[src/rtl/entry_pkg.sv]
// Shared types and defaults for the operand-entry capture block.
package entry_pkg;

    typedef enum logic [1:0] {
        INIT    = 2'd0,
        IDLE    = 2'd1,
        PRESSED = 2'd2
    } deb_state_t;

    localparam int DEBOUNCE_DEFAULT   = 500000;
    localparam int FIFO_DEPTH_DEFAULT = 4;

    // Level the debouncer is currently waiting to see held on the synchronised button.
    function automatic logic deb_target_level(input deb_state_t st);
        logic lvl;
        case (st)
            INIT:    lvl = 1'b1;
            IDLE:    lvl = 1'b0;
            PRESSED: lvl = 1'b1;
            default: lvl = 1'b1;
        endcase
        return lvl;
    endfunction

endpackage

[src/rtl/button_debounce.sv]
// Two-flop synchroniser plus counting debounce FSM for the active-low enter button.
// Emits a single-cycle press_pulse on the edge that validates a press.
module button_debounce
    import entry_pkg::*;
#(
    parameter int DEBOUNCE_CYCLES = DEBOUNCE_DEFAULT
) (
    input  logic clk,
    input  logic nreset,
    input  logic nenter,
    output logic press_pulse
);

    localparam int CNT_W = (DEBOUNCE_CYCLES > 2) ? $clog2(DEBOUNCE_CYCLES) : 1;
    localparam logic [CNT_W-1:0] CNT_LAST = CNT_W'(DEBOUNCE_CYCLES - 1);

    logic             sync1_q;
    logic             s_n_q;
    deb_state_t       state_q;
    deb_state_t       state_d;
    logic [CNT_W-1:0] cnt_q;
    logic [CNT_W-1:0] cnt_d;
    logic             level_s;

    // Synchroniser, counter and state registers.
    always_ff @(posedge clk) begin
        if (!nreset) begin
            sync1_q <= 1'b1;
            s_n_q   <= 1'b1;
            state_q <= INIT;
            cnt_q   <= '0;
        end else begin
            sync1_q <= nenter;
            s_n_q   <= sync1_q;
            state_q <= state_d;
            cnt_q   <= cnt_d;
        end
    end

    // Next-state logic: the count restarts on any mismatch and on every state change.
    always_comb begin
        state_d     = state_q;
        cnt_d       = cnt_q;
        press_pulse = 1'b0;
        level_s     = deb_target_level(state_q);
        if (s_n_q != level_s) begin
            cnt_d = '0;
        end else if (cnt_q == CNT_LAST) begin
            cnt_d = '0;
            case (state_q)
                INIT: begin
                    state_d = IDLE;
                end
                IDLE: begin
                    state_d     = PRESSED;
                    press_pulse = 1'b1;
                end
                PRESSED: begin
                    state_d = IDLE;
                end
                default: begin
                    state_d = INIT;
                end
            endcase
        end else begin
            cnt_d = cnt_q + CNT_W'(1);
        end
    end

endmodule

[src/rtl/entry_capture.sv]
// Captures the switch byte on each debounced press into a small FIFO and offers
// the oldest entry to the control unit through a ready/load handshake.
module entry_capture
    import entry_pkg::*;
#(
    parameter int DEBOUNCE_CYCLES = DEBOUNCE_DEFAULT,
    parameter int DEPTH           = FIFO_DEPTH_DEFAULT
) (
    input  logic                     clk,
    input  logic                     nreset,
    input  logic                     nenter,
    input  logic [7:0]               inputdata,
    input  logic                     loaddata,
    output logic                     inputdata_ready,
    output logic [7:0]               dataout,
    output logic [$clog2(DEPTH):0]   count,
    output logic                     full,
    output logic                     overflow
);

    localparam int PTR_W = $clog2(DEPTH);
    localparam int CNT_W = PTR_W + 1;
    localparam logic [CNT_W-1:0] DEPTH_C = CNT_W'(DEPTH);

    logic [7:0]       mem_q [DEPTH];
    logic [PTR_W-1:0] wr_ptr_q;
    logic [PTR_W-1:0] wr_ptr_d;
    logic [PTR_W-1:0] rd_ptr_q;
    logic [PTR_W-1:0] rd_ptr_d;
    logic [CNT_W-1:0] count_q;
    logic [CNT_W-1:0] count_d;
    logic             overflow_q;
    logic             overflow_d;
    logic             press_s;
    logic             push_s;
    logic             pop_s;
    logic             full_s;

    button_debounce #(
        .DEBOUNCE_CYCLES (DEBOUNCE_CYCLES)
    ) u_debounce (
        .clk         (clk),
        .nreset      (nreset),
        .nenter      (nenter),
        .press_pulse (press_s)
    );

    assign full_s = (count_q == DEPTH_C);

    // Push/pop arbitration; a pop in the same edge frees the slot for a push when full.
    always_comb begin
        wr_ptr_d   = wr_ptr_q;
        rd_ptr_d   = rd_ptr_q;
        count_d    = count_q;
        overflow_d = overflow_q;
        pop_s      = loaddata && (count_q != '0);
        push_s     = press_s && (!full_s || pop_s);
        if (press_s && full_s && !pop_s) begin
            overflow_d = 1'b1;
        end else begin
            overflow_d = overflow_q;
        end
        if (push_s) begin
            wr_ptr_d = wr_ptr_q + PTR_W'(1);
        end else begin
            wr_ptr_d = wr_ptr_q;
        end
        if (pop_s) begin
            rd_ptr_d = rd_ptr_q + PTR_W'(1);
        end else begin
            rd_ptr_d = rd_ptr_q;
        end
        case ({push_s, pop_s})
            2'b10:   count_d = count_q + CNT_W'(1);
            2'b01:   count_d = count_q - CNT_W'(1);
            default: count_d = count_q;
        endcase
    end

    // FIFO storage, pointers, occupancy and sticky overflow.
    always_ff @(posedge clk) begin
        if (!nreset) begin
            for (int i = 0; i < DEPTH; i++) begin
                mem_q[i] <= 8'h00;
            end
            wr_ptr_q   <= '0;
            rd_ptr_q   <= '0;
            count_q    <= '0;
            overflow_q <= 1'b0;
        end else begin
            if (push_s) begin
                mem_q[wr_ptr_q] <= inputdata;
            end
            wr_ptr_q   <= wr_ptr_d;
            rd_ptr_q   <= rd_ptr_d;
            count_q    <= count_d;
            overflow_q <= overflow_d;
        end
    end

    assign inputdata_ready = (count_q != '0);
    assign dataout         = mem_q[rd_ptr_q];
    assign count           = count_q;
    assign full            = full_s;
    assign overflow        = overflow_q;

endmodule

[config.mk]
export PLATFORM = sky130hd
export DESIGN_NAME = entry_capture
export DESIGN_NICKNAME = d
export VERILOG_FILES = /design/src/rtl/entry_pkg.sv /design/src/rtl/button_debounce.sv /design/src/rtl/entry_capture.sv
export SDC_FILE = /design/constraint.sdc
export NUM_CORES = 1
export LEC_CHECK = 0
export BUFFER_PORTS_ARGS = -buffer_cell sky130_fd_sc_hd__buf_2
export CAP_MARGIN = 25
export CORE_MARGIN = 3
export CORE_UTILIZATION = 40
export CTS_CLUSTER_DIAMETER = 200
export DETAILED_ROUTE_END_ITERATION = 10
export SETUP_SLACK_MARGIN = 0.4
export SLEW_MARGIN = 30
export SYNTH_ARGS = -nofsm -noshare
export SYNTH_HDL_FRONTEND = slang
export SYNTH_SLANG_ARGS = --single-unit
[constraint.sdc]
create_clock -name clk -period 2.5 [get_ports clk]
set_input_delay 0 -clock clk [delete_from_list [all_inputs] [get_ports clk]]
set_output_delay 0 -clock clk [all_outputs]
set_load 0.02 [all_outputs]
==> qor.yml, run 1 <==
synth_compound_area_share_pct: 6.53
p_comb_share_pct: 5.5
syn_area_um2: 3090
final_util_pct: 50.6
fmax_ghz: 0.469
via_per_inst: 5.19
first_iter_violations: 106
cellInternalPower_mw: 1.66
crit_path_end_kind: "flip-flop"
final_layout_size_suffix_gt1_share_pct: 33.1
r2r_setup_slack_ps: 370
core_um2: 7370
cts_max_level: 3
seq_power_share_pct: 54.3
synth_edf_count: 32
synth_top_flop_cell: "dfxtp_1"
synth-simple-area-share_pct: 23.8
syn_area_per_cell_um2: 11.6
slowest_stage: "or4b_4"
dieArea_um2: 8810
cap_violations: 0
power.switching_mw: 0.478
antenna_cells: 0
cts.sink_count: 65
grt.overflow.total: 0
rows: 31
fin_crit_ps: 2130
vias: 2143
final.setup_skew_ps: 7.88
swShare_pct: 22.4
yosysTopAreaCell: "edfxtp_1"
slew_violations: 0
cp_top_family: "simple AND/OR/NAND/NOR gates"
placement.io_buffers: 25
netlist_instances: 267
synth_warnings: 0
status: "complete, no violations"
drc: 0
grtUsageTotal_pct: 15.2
path_clk_slew_ps: 70
dr.pass1.iters: 4
grt_pass1_vias: 2098
hold_violations: 0
clock_latency_ps: 340
areaGrowthSynthToFinish_pct: 20.7
synth_top_area_share_pct: 31.1
slowest_delay_ps: 540
io_pins: 26
seq_area_frac_synth_pct: 52.5
p_clk_share_pct: 40.2
drtAntennaViolNets: 0
syn_nets: 282
synthAdderAreaFrac_pct: 1.46
grt_pass1_wl_mm: 10.2
grt_max_degree: 26
fp.dieH_um: 93.8
crit_arrival_ps: 2400
root_buffer: "clkbuf_8"
drt_wl_total_mm: 6.04
slew_headroom_pct: 63.5
final_cell_area_um2: 3730
power.leakage_nw: 1.29
ys_ff_latch: 65
synthTopCellsByCount: "33 x dfxtp_1, 32 x edfxtp_1, 25 x nor2_1"
synth_top_family_by_area: "simple AND/OR/NAND/NOR gates"
crit_type: "reg2reg"
p_per_area_nw_per_um2: 573
peakVddDrop_v: 0.000478
start_kind: "flip-flop"
min_period_over_period_pct: 85.3
rsz0062_at_grt: "true"
clockBufferDepth: 2
numCtsBuffers: 9
die_w_um: 93.8
setup_viol: 0
placed_area_um2: 3390
wl_per_cell_um: 14.6
synthArstFlopShare_pct: 0
fillCellCount: 674
finalNetCount: 324
min_path_type: "in2reg"
synth_xor_area_share_pct: 4.82
cts_tree: "built"
synth_area_leaders: "edfxtp_1 31%, dfxtp_1 21%, mux4_2 5.8%, nor2_1 3.0%, xnor2_1 2.8%"
cp_max_fo: 2
synth.most_common_cell: "dfxtp_1"
initial_core_util_pct: 41.9
worst_pin_slew_ps: 546
antenna_found_initial: 0
setup_tns_ps: 0
place_congestion: 0.802
synth_cell_types: 51
crit_required_ps: 2760
muxShareOfSynthArea_pct: 6.49
cp_cell_sequence: "or4b_4 > nand4b_4 > ha_4 > inv_2 > fa_2 > xor2_1 > or3_1 > a21boi_1"
cp.buffers_inverters: 1
place_hpwl_mm: 4.05
-- what timing repair did --
action / in CTS / in global routing
hold buffers: 1 / 0
endpoints found under the hold margin: 1 / 0
pin swaps: 3 / 6
setup buffers: 5 / 3
endpoints found under the setup margin: 10 / 29
gates resized for setup: 2 / 15
-- metrics by stage --
| stage | hold WS [ps] | total power, mW | worst slack, ps | std cells |
|---|---|---|---|---|
| after floorplan | 101 | 1.25 | 186 | 267 |
| after global placement | 183 | 1.29 | 357 | 388 |
| after detailed placement | 184 | 1.29 | 345 | 388 |
| after CTS | 49.8 | 2.15 | 332 | 410 |
| after global routing | 77.4 | 2.22 | 247 | 413 |
| final | 60.1 | 2.13 | 367 | 413 |
-- worst paths after layout --
kind,startpoint,to,cells past startpoint
setup / recovery,count[1]$_SDFFE_PN0P_,count[2]$_SDFFE_PN0P_,8
hold / removal,nreset,u_debounce.sync1_q$_SDFF_PN1_,2
setup reg to reg,count[1]$_SDFFE_PN0P_,count[2]$_SDFFE_PN0P_,8
hold reg to reg,u_debounce.sync1_q$_SDFF_PN1_,u_debounce.s_n_q$_SDFF_PN1_,1
-- cells by family (layout without fill, tap and decap cells) --
kind of cell	count (synthesis)	count (layout)
AND/OR/NAND/NOR	121	121
flip-flops	65	65
AO/OA/AOI/OAI	27	27
buffers and inverters	24	71
XOR/XNOR	17	17
multiplexers	10	10
adder cells (fa/ha/maj)	3	3
-- power groups by stage --
stage	Clock, mW	Combinational (mW)	Sequential, mW
2_1_floorplan	0	0.0745	1.18
3_3_place_gp	0	0.111	1.18
3_5_place_dp	0	0.112	1.18
4_1_cts	0.878	0.118	1.16
5_1_grt	0.924	0.131	1.16
6_report	0.857	0.117	1.16
-- layer usage --
metal | up-vias | part of all wire [%] | global-route usage, %
met5 | - | 0 | 0
met4 | 0 | 1.3 | 5.42
met3 | 8 | 3.5 | 4.33
met2 | 28 | 52 | 26.6
met1 | 1042 | 43 | 17.6
li1 | 1065 | - | -
-- sequential cells by signal (all words and copies together) (netlist names), named ones only --
| signal | count |
|---|---|
| u_debounce.cnt_q | 19 |
| wr_ptr_q | 2 |
| u_debounce.s_n_q | 1 |
| count | 3 |
| u_debounce.state_q | 2 |
| mem_q | 32 |
| rd_ptr_q | 2 |
| overflow | 1 |
| u_debounce.sync1_q | 1 |
-- area by class of cell --
cell class	count	area (um^2)	share of cell area (%)
sequential	65	1640	44.0
multi-input combinational	178	1440	38.5
timing repair buffer	46	305	8.19
clock buffer	11	131	3.53
tap	99	124	3.32
clock inverter	5	55.1	1.48
inverter	9	33.8	0.907
-- cell usage in the layout (no fill, tap or decap), drive strengths merged, types with 4 or more instances in the layout --
master | netlist | routed
and2 | 7 | 7
and3 | 4 | 4
buf | 10 | 45
clkbuf | 5 | 11
dfxtp | 33 | 33
edfxtp | 32 | 32
inv | 9 | 10
mux4 | 8 | 8
nand2 | 18 | 18
nand2b | 5 | 5
nand3 | 10 | 10
nand4 | 5 | 5
nor2 | 25 | 25
nor3 | 21 | 21
nor4 | 10 | 10
o21ai | 7 | 7
or3 | 5 | 5
xnor2 | 10 | 10
xor2 | 7 | 7
Power figures use the tool's default switching activity.
==> run 2, diff against run 1 <==
==> constraint.sdc (replaced) <==
create_clock -name clk -period 2.5 [get_ports clk]
set_input_delay 0.125 -clock clk [delete_from_list [all_inputs] [get_ports clk]]
set_output_delay 0.125 -clock clk [all_outputs]
set_load 0.02 [all_outputs]
==> qor.yml, run 2 (synthesis results as in run 1) <==
vias: 2138
crit_path_end_kind: "flip-flop"
final_cell_mix: "32 x edfxtp_1, 25 x nor2_1, 25 x dfxtp_1, 25 x buf_2, 18 x nand2_1"
clockBufferDepth: 2
final.setup_skew_ps: 9.31
initial_core_util_pct: 41.9
place_congestion: 0.796
path_clk_slew_ps: 70
p_per_area_nw_per_um2: 605
root_buffer: "clkbuf_8"
grt_pass1_wl_mm: 10.3
final_layout_size_suffix_gt1_share_pct: 32.7
grt_max_degree: 19
antenna_cells: 0
crit_type: "reg2reg"
cap_violations: 0
fin_crit_ps: 2200
areaGrowthSynthToFinish_pct: 21.3
grt_pass1_vias: 2205
slew_violations: 0
final_util_pct: 50.8
grtUsageTotal_pct: 15.4
largest-register: "mem_q"
first_iter_violations: 77
peakVddDrop_v: 0.000343
p_total_mw: 2.26
pre_cts_ws_ps: 270
antenna_found_initial: 0
setup_tns_ps: 0
fillCellCount: 672
wl_per_cell_um: 15.0
slew_headroom_pct: 59.9
fin_ws_ps: 296
start_kind: "flip-flop"
cts.sink_count: 65
cts_tree: "built"
crit_required_ps: 2770
worst_pin_slew_ps: 600
fp.dieH_um: 93.8
rsz0062_at_grt: "true"
final_common_cell: "edfxtp_1"
min_path_type: "in2reg"
power.leakage_nw: 1.29
clock_latency_ps: 350
drtAntennaViolNets: 0
core_um2: 7370
drt_wl_total_mm: 6.18
min_period_over_period_pct: 88.2
status: "complete, no violations"
numCtsBuffers: 9
fmax_ghz: 0.454
hold_violations: 0
via_per_inst: 5.20
dieArea_um2: 8810
crit_arrival_ps: 2470
place_hpwl_mm: 4.19
rows: 31
grt.overflow.total: 0
cts_max_level: 3
setup_viol: 0
io_pins: 26
dr.pass1.iters: 4
placement.io_buffers: 25
die_w_um: 93.8
cp_max_fo: 6
drc: 0
largest_reg_flops: 32
finalNetCount: 322
-- run 2: repair_timing --
action | 4_1_cts | 5_1_grt
buffers inserted | 1 | 4
gates resized for setup | 3 | 17
endpoints found under the setup margin | 10 | 36
hold endpoints to repair | 1 | 0
pin swaps | 1 | 6
hold buffers | 1 | 0
-- run 2: power breakdown --
part           leakage [nW]  total (mW)  switching (mW)  internal, mW
registers             0.576        1.16          0.0145          1.14
clock network        0.0991       0.989           0.424         0.565
logic                 0.611       0.117          0.0658        0.0508
-- run 2: layer usage --
metal / routed length (um) / vias to the layer above / track usage, %
met2: 3250 / 40 / 27.1
met4: 167 / 0 / 8.90
met3: 222 / 12 / 2.80
met1: 2530 / 1015 / 17.4
li1: - / 1071 / -
met5: 0 / - / 0
-- run 2: path summary, 6_finish.rpt --
check                           slack (ps)                           to                          start  depth (start not counted)
worst max-delay path                   300        count[2]$_SDFFE_PN0P_          count[1]$_SDFFE_PN0P_                          8
worst min-delay path                   120  u_debounce.s_n_q$_SDFF_PN1_                         nreset                          2
worst min register to register         410  u_debounce.s_n_q$_SDFF_PN1_  u_debounce.sync1_q$_SDFF_PN1_                          1
worst max register to register         300        count[2]$_SDFFE_PN0P_          count[1]$_SDFFE_PN0P_                          8
-- run 2: cell type report --
type	count	area [um^2]	area share [%]
well taps	99	124	3.31
inverters	9	33.8	0.902
flip-flops and latches	65	1640	43.9
clock inverters	6	91.3	2.44
repair buffers	44	285	7.62
clock buffers	10	128	3.41
multi-input cells	178	1440	38.4
-- run 2: stage by stage --
step,hold WS [ps],instances,area [um^2]
after detailed placement,311,389,3390
after CTS,109,407,3650
after global routing,132,411,3740
after global placement,308,389,3390
final,117,411,3740
after floorplan,226,267,3150
-- run 2: critical path: stages (launching register included) --
cell      delay, ps
dfxtp_4         360
or4b_4          550
nand4b_4        120
ha_4            150
inv_2            40
fa_2            330
xor2_1          160
or3_1           310
a21boi_1        120
==> run 3, diff against run 2 <==
- PLACE_DENSITY_LB_ADDON: unset -> 0.25
==> qor.yml, run 3 (synthesis results as in run 1) <==
status: "complete, no violations"
drtAntennaViolNets: 0
cp.buffers_inverters: 1
setup_tns_ps: 0
crit_type: "reg2reg"
final_util_pct: 49.4
cp_top_family: "simple AND/OR/NAND/NOR gates"
instances_no_fill: 409
fillCellCount: 688
final_layout_size_suffix_gt1_share_pct: 31.0
antenna_found_initial: 0
cts_tree: "built"
largest-register: "mem_q"
finalNetCount: 320
final_common_cell: "edfxtp_1"
place_hpwl_mm: 4.05
dp_cells: 387
slowest_stage: "or4b_4"
drt_wl_total_mm: 6.03
path_clk_slew_ps: 70
rsz0062_at_grt: "true"
slowest_delay_ps: 540
grt_pass1_wl_mm: 10.1
fin_crit_ps: 2150
grtUsageTotal_pct: 15.2
via_per_inst: 5.14
io_pins: 26
core_um2: 7370
slew_headroom_pct: 58.6
rows: 31
grt_max_degree: 31
start_kind: "flip-flop"
min_path_type: "in2reg"
antenna_cells: 0
dieArea_um2: 8810
crit_required_ps: 2770
min_period_over_period_pct: 86.0
place_congestion: 0.805
hold_ws_ps: 173
dr.pass1.iters: 4
root_buffer: "clkbuf_8"
peakVddDrop_v: 0.000359
vias: 2102
cts.sink_count: 65
power.leakage_nw: 1.25
clockBufferDepth: 2
first_iter_violations: 90
cp_cell_sequence: "or4b_4 > nand4b_4 > ha_4 > inv_2 > fa_2 > xor2_1 > or3_1 > a21boi_1"
drc: 0
final_cell_area_um2: 3640
grt.overflow.total: 0
final.setup_skew_ps: 4.52
grt_pass1_vias: 2157
setup_viol: 0
cp_max_fo: 3
initial_core_util_pct: 41.9
placement.io_buffers: 25
numCtsBuffers: 9
crit_arrival_ps: 2420
largest_reg_flops: 32
cts_max_level: 3
p_per_area_nw_per_um2: 553
fp.dieH_um: 93.8
worst_pin_slew_ps: 622
die_w_um: 93.8
hold_violations: 0
slew_violations: 0
crit_path_end_kind: "flip-flop"
final_cell_mix: "32 x edfxtp_1, 25 x nor2_1, 25 x dfxtp_1, 25 x buf_2, 18 x nand2_1"
fmax_ghz: 0.465
placed_area_um2: 3380
wl_per_cell_um: 14.7
cap_violations: 0
clock_latency_ps: 340
areaGrowthSynthToFinish_pct: 18.0
==> run 3: final timing paths <==
check,startpoint,end,slack [ps],depth (start not counted)
worst max-delay path,count[1]$_SDFFE_PN0P_,count[2]$_SDFFE_PN0P_,350,8
worst min-delay path,inputdata[3],mem_q[3][3]$_DFFE_PP_,170,3
worst min register to register,u_debounce.sync1_q$_SDFF_PN1_,u_debounce.s_n_q$_SDFF_PN1_,410,1
worst max register to register,count[1]$_SDFFE_PN0P_,count[2]$_SDFFE_PN0P_,350,8
==> run 3: repair_timing <==
item / 4_1_cts / 5_1_grt
resized for setup: 8 / 3
endpoints found under the hold margin: 1 / 0
setup endpoints to repair: 10 / 26
pin swaps: 6 / 5
buffers inserted: 4 / 1
hold buffers: 1 / 0
==> run 3: cell type report <==
cell class | count | area [um^2] | share of cell area (%)
sequential | 65 | 1640 | 44.9
timing repair buffer | 42 | 275 | 7.56
clock buffer | 12 | 135 | 3.71
inverter | 9 | 33.8 | 0.928
clock inverter | 4 | 21.3 | 0.584
tap | 99 | 124 | 3.40
multi-input combinational | 178 | 1420 | 38.9
==> run 3: through the flow <==
| stage | setup slack (ps) | power, mW |
|---|---|---|
| floorplan | 186 | 1.25 |
| global placement | 321 | 1.29 |
| detailed placement | 292 | 1.29 |
| CTS | 319 | 2.04 |
| global route | 271 | 2.10 |
| finish | 349 | 2.01 |
==> run 3: worst reg2reg max path, cell delays in order, from the launching register on <==
cell and delay, ps:
dfxtp_4 340, or4b_4 540, nand4b_4 130, ha_4 150, inv_2 40, fa_2 320, xor2_1 150, or3_1 300
a21boi_1 110
==> run 3: metal layers <==
metal | GRT usage, % | vias to the layer above | routed length, um | part of all wire [%]
met1 | 17.4 | 997 | 2580 | 43
met2 | 26.8 | 31 | 3140 | 52
met5 | 0 | - | 0 | 0
li1 | - | 1063 | - | -
met3 | 2.88 | 11 | 178 | 3.0
met4 | 8.06 | 0 | 125 | 2.1
==> run 3: where the power goes <==
group	leakage (nW)	switching, mW	internal, mW
Clock	0.0778	0.387	0.354
Sequential	0.575	0.0140	1.15
Combinational	0.597	0.0647	0.0478
Total	1.25	0.466	1.55
